<file path="src/rtl/htg_ad9213_mmcm_ctrl.sv">
// Reset/lock sequencer for the AD9213 sample-clock MMCM, clocked from the free-running system clock.
// Optional feature: define HTG_AD9213_MMCM_CTRL_UNLOCK_CNT_EN to build the saturating unlock counter.
module htg_ad9213_mmcm_ctrl #(
  parameter int unsigned RST_CYCLES   = 16,
  parameter int unsigned LOCK_TIMEOUT = 65536,
  parameter int unsigned LOCK_STABLE  = 1024,
  parameter int unsigned MAX_RETRIES  = 7
) (
  input  logic        clk,
  input  logic        rst,
  input  logic        enable,
  input  logic        restart,
  input  logic        locked_in,
  output logic        mmcm_rst,
  output logic        mmcm_pwrdwn,
  output logic        ready,
  output logic        fault,
  output logic [3:0]  retry_count,
  output logic [15:0] unlock_count
);

  localparam logic [16:0] RstLast     = 17'(RST_CYCLES - 1);
  localparam logic [16:0] TimeoutLast = 17'(LOCK_TIMEOUT - 1);
  localparam logic [16:0] StableLast  = 17'(LOCK_STABLE - 1);
  localparam logic [3:0]  MaxRetry    = 4'(MAX_RETRIES);

  typedef enum logic [2:0] {
    StIdle,
    StReset,
    StWaitLock,
    StStable,
    StRun,
    StFault
  } state_e;

  state_e      state_q, state_d;
  logic [1:0]  sync_q;
  logic        lk;
  logic [16:0] timer_q, timer_d;
  logic        tmr_clr;
  logic        fail;
  logic [3:0]  retry_q, retry_d;
  logic        unlock_inc;

  always_ff @(posedge clk or posedge rst) begin
    if (rst) begin
      sync_q <= 2'b00;
    end else begin
      sync_q <= {sync_q[0], locked_in};
    end
  end

  assign lk = sync_q[1];

  always_comb begin
    state_d    = state_q;
    tmr_clr    = 1'b0;
    fail       = 1'b0;
    retry_d    = retry_q;
    unlock_inc = 1'b0;
    if (!enable) begin
      if (state_q != StIdle) begin
        state_d = StIdle;
        tmr_clr = 1'b1;
      end
    end else if (restart && (state_q != StIdle)) begin
      state_d = StReset;
      tmr_clr = 1'b1;
      retry_d = 4'd0;
    end else begin
      case (state_q)
        StIdle: begin
          state_d = StReset;
          tmr_clr = 1'b1;
          retry_d = 4'd0;
        end
        StReset: begin
          if (timer_q == RstLast) begin
            state_d = StWaitLock;
            tmr_clr = 1'b1;
          end
        end
        StWaitLock: begin
          if (lk) begin
            state_d = StStable;
            tmr_clr = 1'b1;
          end else if (timer_q == TimeoutLast) begin
            fail = 1'b1;
          end
        end
        StStable: begin
          // The timer doubles as the consecutive-lock counter; any drop aborts the attempt.
          if (!lk) begin
            fail = 1'b1;
          end else if (timer_q == StableLast) begin
            state_d = StRun;
            tmr_clr = 1'b1;
          end
        end
        StRun: begin
          if (!lk) begin
            unlock_inc = 1'b1;
            retry_d    = 4'd0;
            state_d    = StReset;
            tmr_clr    = 1'b1;
          end
        end
        StFault: ;
        default: begin
          state_d = StIdle;
          tmr_clr = 1'b1;
        end
      endcase
      if (fail) begin
        tmr_clr = 1'b1;
        if (retry_q == MaxRetry) begin
          state_d = StFault;
        end else begin
          retry_d = retry_q + 4'd1;
          state_d = StReset;
        end
      end
    end
  end

  assign timer_d = tmr_clr ? 17'd0 : timer_q + 17'd1;

  always_ff @(posedge clk or posedge rst) begin
    if (rst) begin
      state_q <= StIdle;
      timer_q <= 17'd0;
      retry_q <= 4'd0;
    end else begin
      state_q <= state_d;
      timer_q <= timer_d;
      retry_q <= retry_d;
    end
  end

  // Outputs decode the registered state, so they trail each transition by one cycle.
  always_ff @(posedge clk or posedge rst) begin
    if (rst) begin
      mmcm_rst    <= 1'b1;
      mmcm_pwrdwn <= 1'b1;
      ready       <= 1'b0;
      fault       <= 1'b0;
    end else begin
      mmcm_rst    <= (state_q == StIdle) || (state_q == StReset) || (state_q == StFault);
      mmcm_pwrdwn <= (state_q == StIdle);
      ready       <= (state_q == StRun);
      fault       <= (state_q == StFault);
    end
  end

  assign retry_count = retry_q;

`ifdef HTG_AD9213_MMCM_CTRL_UNLOCK_CNT_EN
  logic [15:0] unlock_q;

  always_ff @(posedge clk or posedge rst) begin
    if (rst) begin
      unlock_q <= 16'd0;
    end else if (unlock_inc && (unlock_q != 16'hFFFF)) begin
      unlock_q <= unlock_q + 16'd1;
    end
  end

  assign unlock_count = unlock_q;
`else
  logic unused_unlock_inc;
  assign unused_unlock_inc = unlock_inc;
  assign unlock_count      = 16'd0;
`endif

endmodule
</file>
<file path="config.mk">
export PLATFORM = sky130hd
export DESIGN_NAME = htg_ad9213_mmcm_ctrl
export DESIGN_NICKNAME = d
export VERILOG_FILES = /design/src/rtl/htg_ad9213_mmcm_ctrl.sv
export SDC_FILE = /design/constraint.sdc
export NUM_CORES = 1
export LEC_CHECK = 0
export BUFFER_PORTS_ARGS = -buffer_cell sky130_fd_sc_hd__buf_4
export CORE_MARGIN = 4
export CORE_UTILIZATION = 24
export CTS_BUF_LIST = sky130_fd_sc_hd__clkbuf_4
export DETAILED_ROUTE_END_ITERATION = 8
export PLACE_DENSITY_LB_ADDON = 0.3
export REMOVE_ABC_BUFFERS = 1
export SKIP_CTS_REPAIR_TIMING = 1
export SLEW_MARGIN = 40
export SYNTH_ARGS = -nofsm -noshare
export SYNTH_HDL_FRONTEND = slang
export SYNTH_SLANG_ARGS = --single-unit
</file>
<file path="constraint.sdc">
create_clock -name clk -period 2.6 [get_ports clk]
set_input_delay 0.13 -clock clk [delete_from_list [all_inputs] [get_ports clk]]
set_output_delay 0.13 -clock clk [all_outputs]
set_load 0.005 [all_outputs]
</file>
==> results of run 1 <==
-- state kept, by name, indices dropped and copies added (netlist names) --
register	cells
fault	1
sync_q	2
mmcm_rst	1
timer_q	17
state_q	3
mmcm_pwrdwn	1
ready	1
retry_count	4
-- worst max-delay path by stage --
stage / from / to / slack, ns / cells past startpoint
CTS: timer_q[1] / retry_count[0] / 0.05 / 12
detailed placement: timer_q[1] / retry_count[0] / 0.07 / 12
finish: timer_q[1] / retry_count[0] / 0.16 / 12
global placement: timer_q[1] / retry_count[0] / 0.13 / 12
floorplan: timer_q[0] / timer_q[2] / -0.41 / 11
global route: timer_q[1] / retry_count[0] / -0.02 / 12
-- area by class of cell --
class                      count  area, um2  share of cell area
inverter                       9       33.8              0.0159
tap                           99        124              0.0582
multi-input combinational    140        942               0.442
timing repair buffer          27        220               0.103
clock inverter                 1       3.75             0.00176
sequential                    30        753               0.354
clock buffer                   7       52.6              0.0247
-- synthesized netlist by cell type (all sizes together), types with 2 or more instances --
library cell / n / area, um2
and4: 2 / 17.5
a2111oi: 2 / 17.5
o31ai: 5 / 37.5
inv: 9 / 33.8
nand2: 13 / 48.8
buf: 25 / 208
nor4: 3 / 25.0
xnor2: 8 / 70.1
nor2b: 3 / 18.8
ha: 5 / 62.6
xor2: 6 / 52.6
a21oi: 5 / 25.0
dfstp: 2 / 52.6
nor2: 11 / 48.8
nor3: 28 / 200
a31oi: 2 / 12.5
dfrtp: 28 / 701
o21ai: 5 / 25.0
nand3: 6 / 30.0
nand4: 4 / 31.3
-- power by group through the flow --
stage / clock, mW / combinational [mW] / sequential, mW
2_1_floorplan: 0 / 0.121 / 0.525
3_3_place_gp: 0 / 0.197 / 0.527
3_5_place_dp: 0 / 0.200 / 0.529
4_1_cts: 0.301 / 0.201 / 0.520
5_1_grt: 0.327 / 0.237 / 0.525
6_report: 0.287 / 0.212 / 0.521
-- cells by family (layout without fill, tap and decap cells) --
| kind of cell | Yosys count | count (layout) | share of synthesized area |
|---|---|---|---|
| AOI/OAI and AO/OA | 26 | 26 | 0.0948 |
| buffers and inverters | 35 | 44 | 0.132 |
| xor gates and xnor gates | 14 | 14 | 0.0654 |
| and+or+nand+nor | 77 | 77 | 0.260 |
| other | 1 | 16 | 0.00200 |
| muxes | 2 | 2 | 0.0113 |
| adders and majority gates | 5 | 5 | 0.0334 |
| DFF | 30 | 30 | 0.402 |
-- per-stage QoR --
stage / setup TNS (ns) / utilization / instances / setup slack (ns) / cell area (um2)
final: 0 / 0.287 / 313 / 0.162 / 2130
after global routing: -0.0214 / 0.287 / 313 / -0.0214 / 2130
after CTS: 0 / 0.279 / 307 / 0.0506 / 2070
after detailed placement: 0 / 0.272 / 299 / 0.0659 / 2010
after global placement: 0 / 0.272 / 299 / 0.134 / 2010
after floorplan: -7.03 / - / 179 / -0.414 / 1720
-- metal layers --
layer,up-vias,share of wire
met4,0,0.018
met1,665,0.49
li1,678,-
met2,30,0.44
met5,-,0
met3,6,0.052
==> impl_summary.md, run 1 <==
Setup path
On the critical path, the stage with the largest delay is an instance of dfrtp_1. The worst register-to-register path begins at timer_q[1]. In this run the critical register-to-register path is captured at retry_count[0]. The critical path goes through ha_2 > nand4_2 > nor2_2 > nand2_1 > nor3_1 > ha_1 > nor2_1 > nor4bb_2 > buf_4 > nor2b_1 > o31ai_1 > mux2_2. The worst register-to-register path has a setup slack of 0.16 ns. The type of the worst setup path is flop to flop. The combined buffer and inverter count along the critical path is 1. The critical path startpoint category is a flop. For the worst setup path, the data required time is approximately 2.8 ns. On the critical path the largest part of the delay comes from simple AND/OR/NAND/NOR gates. The largest fanout of any net on the critical path is 7.

At the worst endpoint, the arrival time is 2.67 ns. The largest incremental delay on the critical path is 0.38 ns. STA classifies the critical path endpoint as a flop. The worst register-to-register path has a depth of 12.

Global routing
The initial antenna violation count is 0. The first global-routing pass estimated 6.33 mm of wire. For this run, global-route usage on met3 was measured as 0.0248. Entering global routing, the biggest net connects 31 pins. For met2 alone, demand over resource in global routing was 0.129. After global routing, the most crowded layer is met2. The total grt overflow is 0. The number of global-route vias before repair is between 1,000 and 1,500. For met1 alone, demand over resource in global routing was 0.121.

Across every metal layer, demand over resource in global routing totals 0.0882.

Final layout
The number of antenna diodes in the final layout is 0. Compared with the post-synthesis result, the final layout area differs by 13.6%. The net count reported at finish is 223. In the layout the commonest cells are dfrtp_1 (28), buf_4 (24), nor3_1 (16), conb_1 (16), nand2_1 (13). The final-layout fill cell count is around 800. In the final layout, the share of cells above drive strength 1 is 0.280. The commonest non-fill, non-tap cell in the layout is dfrtp_1.

Routing
Using the TritonRoute via totals, the vias-per-cell ratio works out to 4.41. The total via count after detailed routing is ~1,400. The detail route stage leaves a number of antenna-violating nets equal to 0.

The first detailed-routing pass took 4 iterations. After detailed routing, the average wire length per cell comes to 11.8 um. For this block, the initial DRC count from the detailed router was about 120. The post-detailed-routing wire length is 3.70 mm.

For this run, design rule violations remaining after detail routing come to 0.

Clock network
Clock latency on the worst-skew pair, taken at its later pin, is 0.33 ns. TritonCTS built the clock tree. The number of buffers added by the clock tree synthesis step is 5. The H-tree level count is 2. After clock tree synthesis, the clock-pin slew on the worst setup and hold paths is 0.10 ns.

Clock tree synthesis found a total of 30 sinks. In this run the clock root is driven by a clkbuf_4. The longest clock path from root to sink contains 2 buffers.

STA
The time the worst path needs with I/O delays and setup is 2.44 ns. Hold is met by 0.0560 ns. The upper clock frequency limit is 410 MHz. The count of endpoints failing setup in the final report is 0. Across the routed clock network, the largest skew measured is 0.0133 ns. The final clock period utilization by the worst path is 0.938. The max-slew violation count was 0. The number of failing hold endpoints at the final stage is 0.

Die
The I/O pin total is 29. The total number of placement rows is 31. Measured along the x axis, the die boundary spans 96.4 um. For this configuration, the core starts out at a cell density of 0.253.

The core region is ~7400 um2. Measured along the y axis, the die boundary spans 96.4 um. The die covers 9290 um2.

Yosys
After synthesis, the mean cell area works out to a little under 10 um2. In this run, synthesis inferred 0 flip-flops with an integrated enable. For this run, the number of Yosys warnings is 0.

Among all flip-flop cells after synthesis, the most frequent one is dfrtp_1. The cell area that synthesis handed to floorplanning was 1870 um2. The gate count of the mapped netlist is 190.

For this run, the register share of the synthesized area comes to 0.402. The fraction of registers with async set/reset is 1.00. The number of flip-flops and latches in the synthesized netlist is 30.

After synthesis, the netlist uses 46 different library cells.

Place
The congestion estimate from routability-driven global placement came to 0.786. Buffers placed on the I/O ports in this run total 12. The post-detailed-placement half-perimeter wirelength is 2.54 mm.

Power
The share of total power dissipated in sequential elements is 0.511. The switching share of power is 0.298. VDD sags by at most 0.226 mV.

Dividing total power by cell area gives a power density of approximately 480 nW/um2. The combinational power share is 0.208. In this run the power spent charging and discharging nets is 0.304 mW. Summed over all cells, the static leakage comes to 0.921 nW. Of the total power, the clock network draws 0.281.

The design draws between 1 and 1.5 mW. Internal power comes to 0.716 mW.

Worst hold path
The worst hold path begins at enable. The worst hold path terminates at retry_count[2]. In this run the worst hold path is classified as input port to flop. Counting instances, the worst hold path has a depth of 2.

Job
The number of max-cap violations is 0.

Run status
The run finished with clean final reports.
Note: power is estimated with default switching activity, not from simulation.
==> run 2, diff against run 1 <==
--- a/config.mk
+++ b/config.mk
@@ -7,10 +7,10 @@
 export LEC_CHECK = 0
 export BUFFER_PORTS_ARGS = -buffer_cell sky130_fd_sc_hd__buf_4
 export CORE_MARGIN = 4
-export CORE_UTILIZATION = 24
+export CORE_UTILIZATION = 50
 export CTS_BUF_LIST = sky130_fd_sc_hd__clkbuf_4
 export DETAILED_ROUTE_END_ITERATION = 8
-export PLACE_DENSITY_LB_ADDON = 0.3
+export PLACE_DENSITY_LB_ADDON = 0.15
 export REMOVE_ABC_BUFFERS = 1
 export SKIP_CTS_REPAIR_TIMING = 1
 export SLEW_MARGIN = 40
==> impl_summary.md, run 2 (same netlist as run 1, synthesis figures left out) <==
Run status
The run finished with clean final reports.

Die
The I/O pin total is 29 (unchanged). The horizontal die dimension is 69.2 um (-28%). The starting density of the core is 0.540 (+0.287). The core area is 3470 um2 (-53%). The total number of placement rows is 21 (-32%). The area enclosed by the die boundary is 4790 um2 (-48%). The die height was 69.2 um (-28%).

STA
The clock skew is 0.0112 ns (-0.00206 ns). The final clock period utilization by the worst path is 0.939 (+0.00131). The final total negative setup slack is 0 ns (unchanged). The number of failing hold endpoints at the final stage came to 0 (unchanged). The time the worst path needs with I/O delays and setup is 2.44 ns (+0.00342 ns). The max-slew violation count is 0 (unchanged). The upper clock frequency limit came to 410 MHz (-0.14%). The count of endpoints failing setup in the final report is 0 (unchanged).

Final layout
The register area is 753 um2 (unchanged). The final design instance area without fill was 2070 um2 (-2.8%). The net count reported at finish is 221 (-0.90%). The final-layout fill cell count was 305 (-62%). The commonest non-fill, non-tap cell in the layout is dfrtp_1. The number of diodes is 0 (unchanged). The area occupied by multi-input gates is 966 um2 (+2.5%). The layout cell share with drive strength beyond 1 came to 0.274 (-0.00679). The flip-flop count of the largest register, all copies and words added came to 17 (unchanged). Counting flops per register, the top entry is timer_q. Compared with the post-synthesis result, the final layout area differs by 10.4%. The library cells used most frequently in the layout, excluding fill and tap cells, are dfrtp_1 (28), buf_4 (22), nor3_1 (16), conb_1 (16), nand2_1 (13).

Power
The maximum ir drop on the vdd rail was 0.388 mV (+72%). The static power due to leakage is 0.917 nW (-0.47%). The power density over the cells was 486 nW/um2 (+1.5%).

Setup path
The required time at the endpoint of the critical path is 2.82 ns (about the same). The critical path startpoint category is a flop. The largest incremental delay on the critical path came to 0.41 ns (+0.03 ns). The signal on the critical path passes through ha_4 > nand4_4 > nor2_4 > nand2_1 > nor3_1 > ha_1 > nor2_1 > nor4bb_2 > buf_4 > nor2b_1 > o31ai_1 > mux2_2. The arrival time at the worst endpoint is 2.66 ns (about the same). The largest fanout of any net on the critical path is 8 (+1). The kind of end point of the critical path is a flop. The highest-delay cell along the critical path is dfrtp_1. The worst setup path is of the flop to flop kind.

Job
The number of max-cap violations came to 0 (unchanged).

Global routing
The initial antenna violation count is 0 (unchanged). The all-layer global routing usage is 0.149 (+0.0610). The number of global-route vias before repair is 1,346 (+3.4%). The largest net degree at the start of global routing is 31 (unchanged).

The first-pass GRT wire length was 5.92 mm (-6.5%). The total grt overflow is 0 (unchanged).

Clock network
The clock sink count is 30 (unchanged). The clock transition at the register clock pins on the worst setup and hold paths after CTS is 0.09 ns (about the same). The maximum root-to-sink buffer count is 2 (unchanged).

The TritonCTS clock tree is done. The clock latency at the later pin of the worst-skew pair is 0.33 ns (about the same). The clock tree root driver cell is clkbuf_4. The H-tree level count is 2 (unchanged). The number of buffers added by the clock tree synthesis step is 5 (unchanged).

Routing
The post-detailed-routing wire length came to 3.36 mm (-9.2%). The via density per instance is 5.43 (+23%). The remaining antenna violation count is 0 (unchanged). The average wire per standard cell is 13.0 um (+10%).

The count of unresolved DRC violations after routing is 0 (unchanged). The number of search-and-repair iterations in the first detailed-routing pass is 4 (unchanged). The initial detailed-routing violation count was 57 (-53%). The total via count after detailed routing was 1,401 (+1.6%).

Place
The total cell area at the placement stage is 1930 um2 (-4.0%). The post-detailed-placement half-perimeter wirelength is 2.42 mm (-4.8%). The final weighted congestion in routability-driven placement was 0.868 (+11%). The number of port buffers is 12 (unchanged).

Worst hold path
In this run the worst hold path is classified as input port to flop.
## run 2: cell type report
type	instances	share of cell area
multi-input combinational	140	0.467
sequential	30	0.364
timing repair buffer	25	0.0992
tap	46	0.0278
clock buffer	6	0.0218
inverter	9	0.0163
clock inverter	2	0.00423
## run 2: path summary, 6_finish.rpt
check                      cells after the start  slack [ns]        from             end
min in group asynchronous                      4        0.42         rst      timer_q[8]
max reg2reg                                   12        0.16  timer_q[1]  retry_count[0]
min                                            2        0.08      enable  retry_count[2]
max                                           12        0.16  timer_q[1]  retry_count[0]
max in group asynchronous                      4        1.86         rst        mmcm_rst
min reg2reg                                    0        0.36   sync_q[0]       sync_q[1]
## run 2: metal layers
metal	wire length, um	track usage	vias up	share of wire
met5	0	0	-	0
met4	65	0.0586	0	0.019
met3	197	0.0522	9	0.059
met2	1530	0.237	38	0.45
met1	1570	0.185	677	0.47
li1	-	-	677	-
## run 2: stage by stage
step / power [mW] / util / cells / hold slack [ns] / setup slack [ns]
2_1_floorplan: 0.646 / - / 179 / 0.161 / -0.414
3_3_place_gp: 0.717 / 0.557 / 244 / 0.229 / 0.118
3_5_place_dp: 0.724 / 0.557 / 244 / 0.242 / 0.0360
4_1_cts: 0.997 / 0.572 / 252 / -0.119 / 0.00339
5_1_grt: 1.06 / 0.597 / 258 / 0.0729 / -0.0102
6_report: 1.01 / 0.597 / 258 / 0.0783 / 0.158
## run 2: where the power goes
part / internal, mW / switching (mW)
clock: 0.112 / 0.163
sequential: 0.493 / 0.0351
combinational: 0.0945 / 0.109
## run 2: critical path: cells and delay by family (launching register included)
kind | cells | cell delay, ns
AO/OA/AOI/OAI | 1 | 0.09
adder cells (fa/ha/maj) | 2 | 0.36
buffers and inverters | 1 | 0.21
flip-flops | 1 | 0.41
multiplexers | 1 | 0.28
AND/OR/NAND/NOR | 7 | 0.98
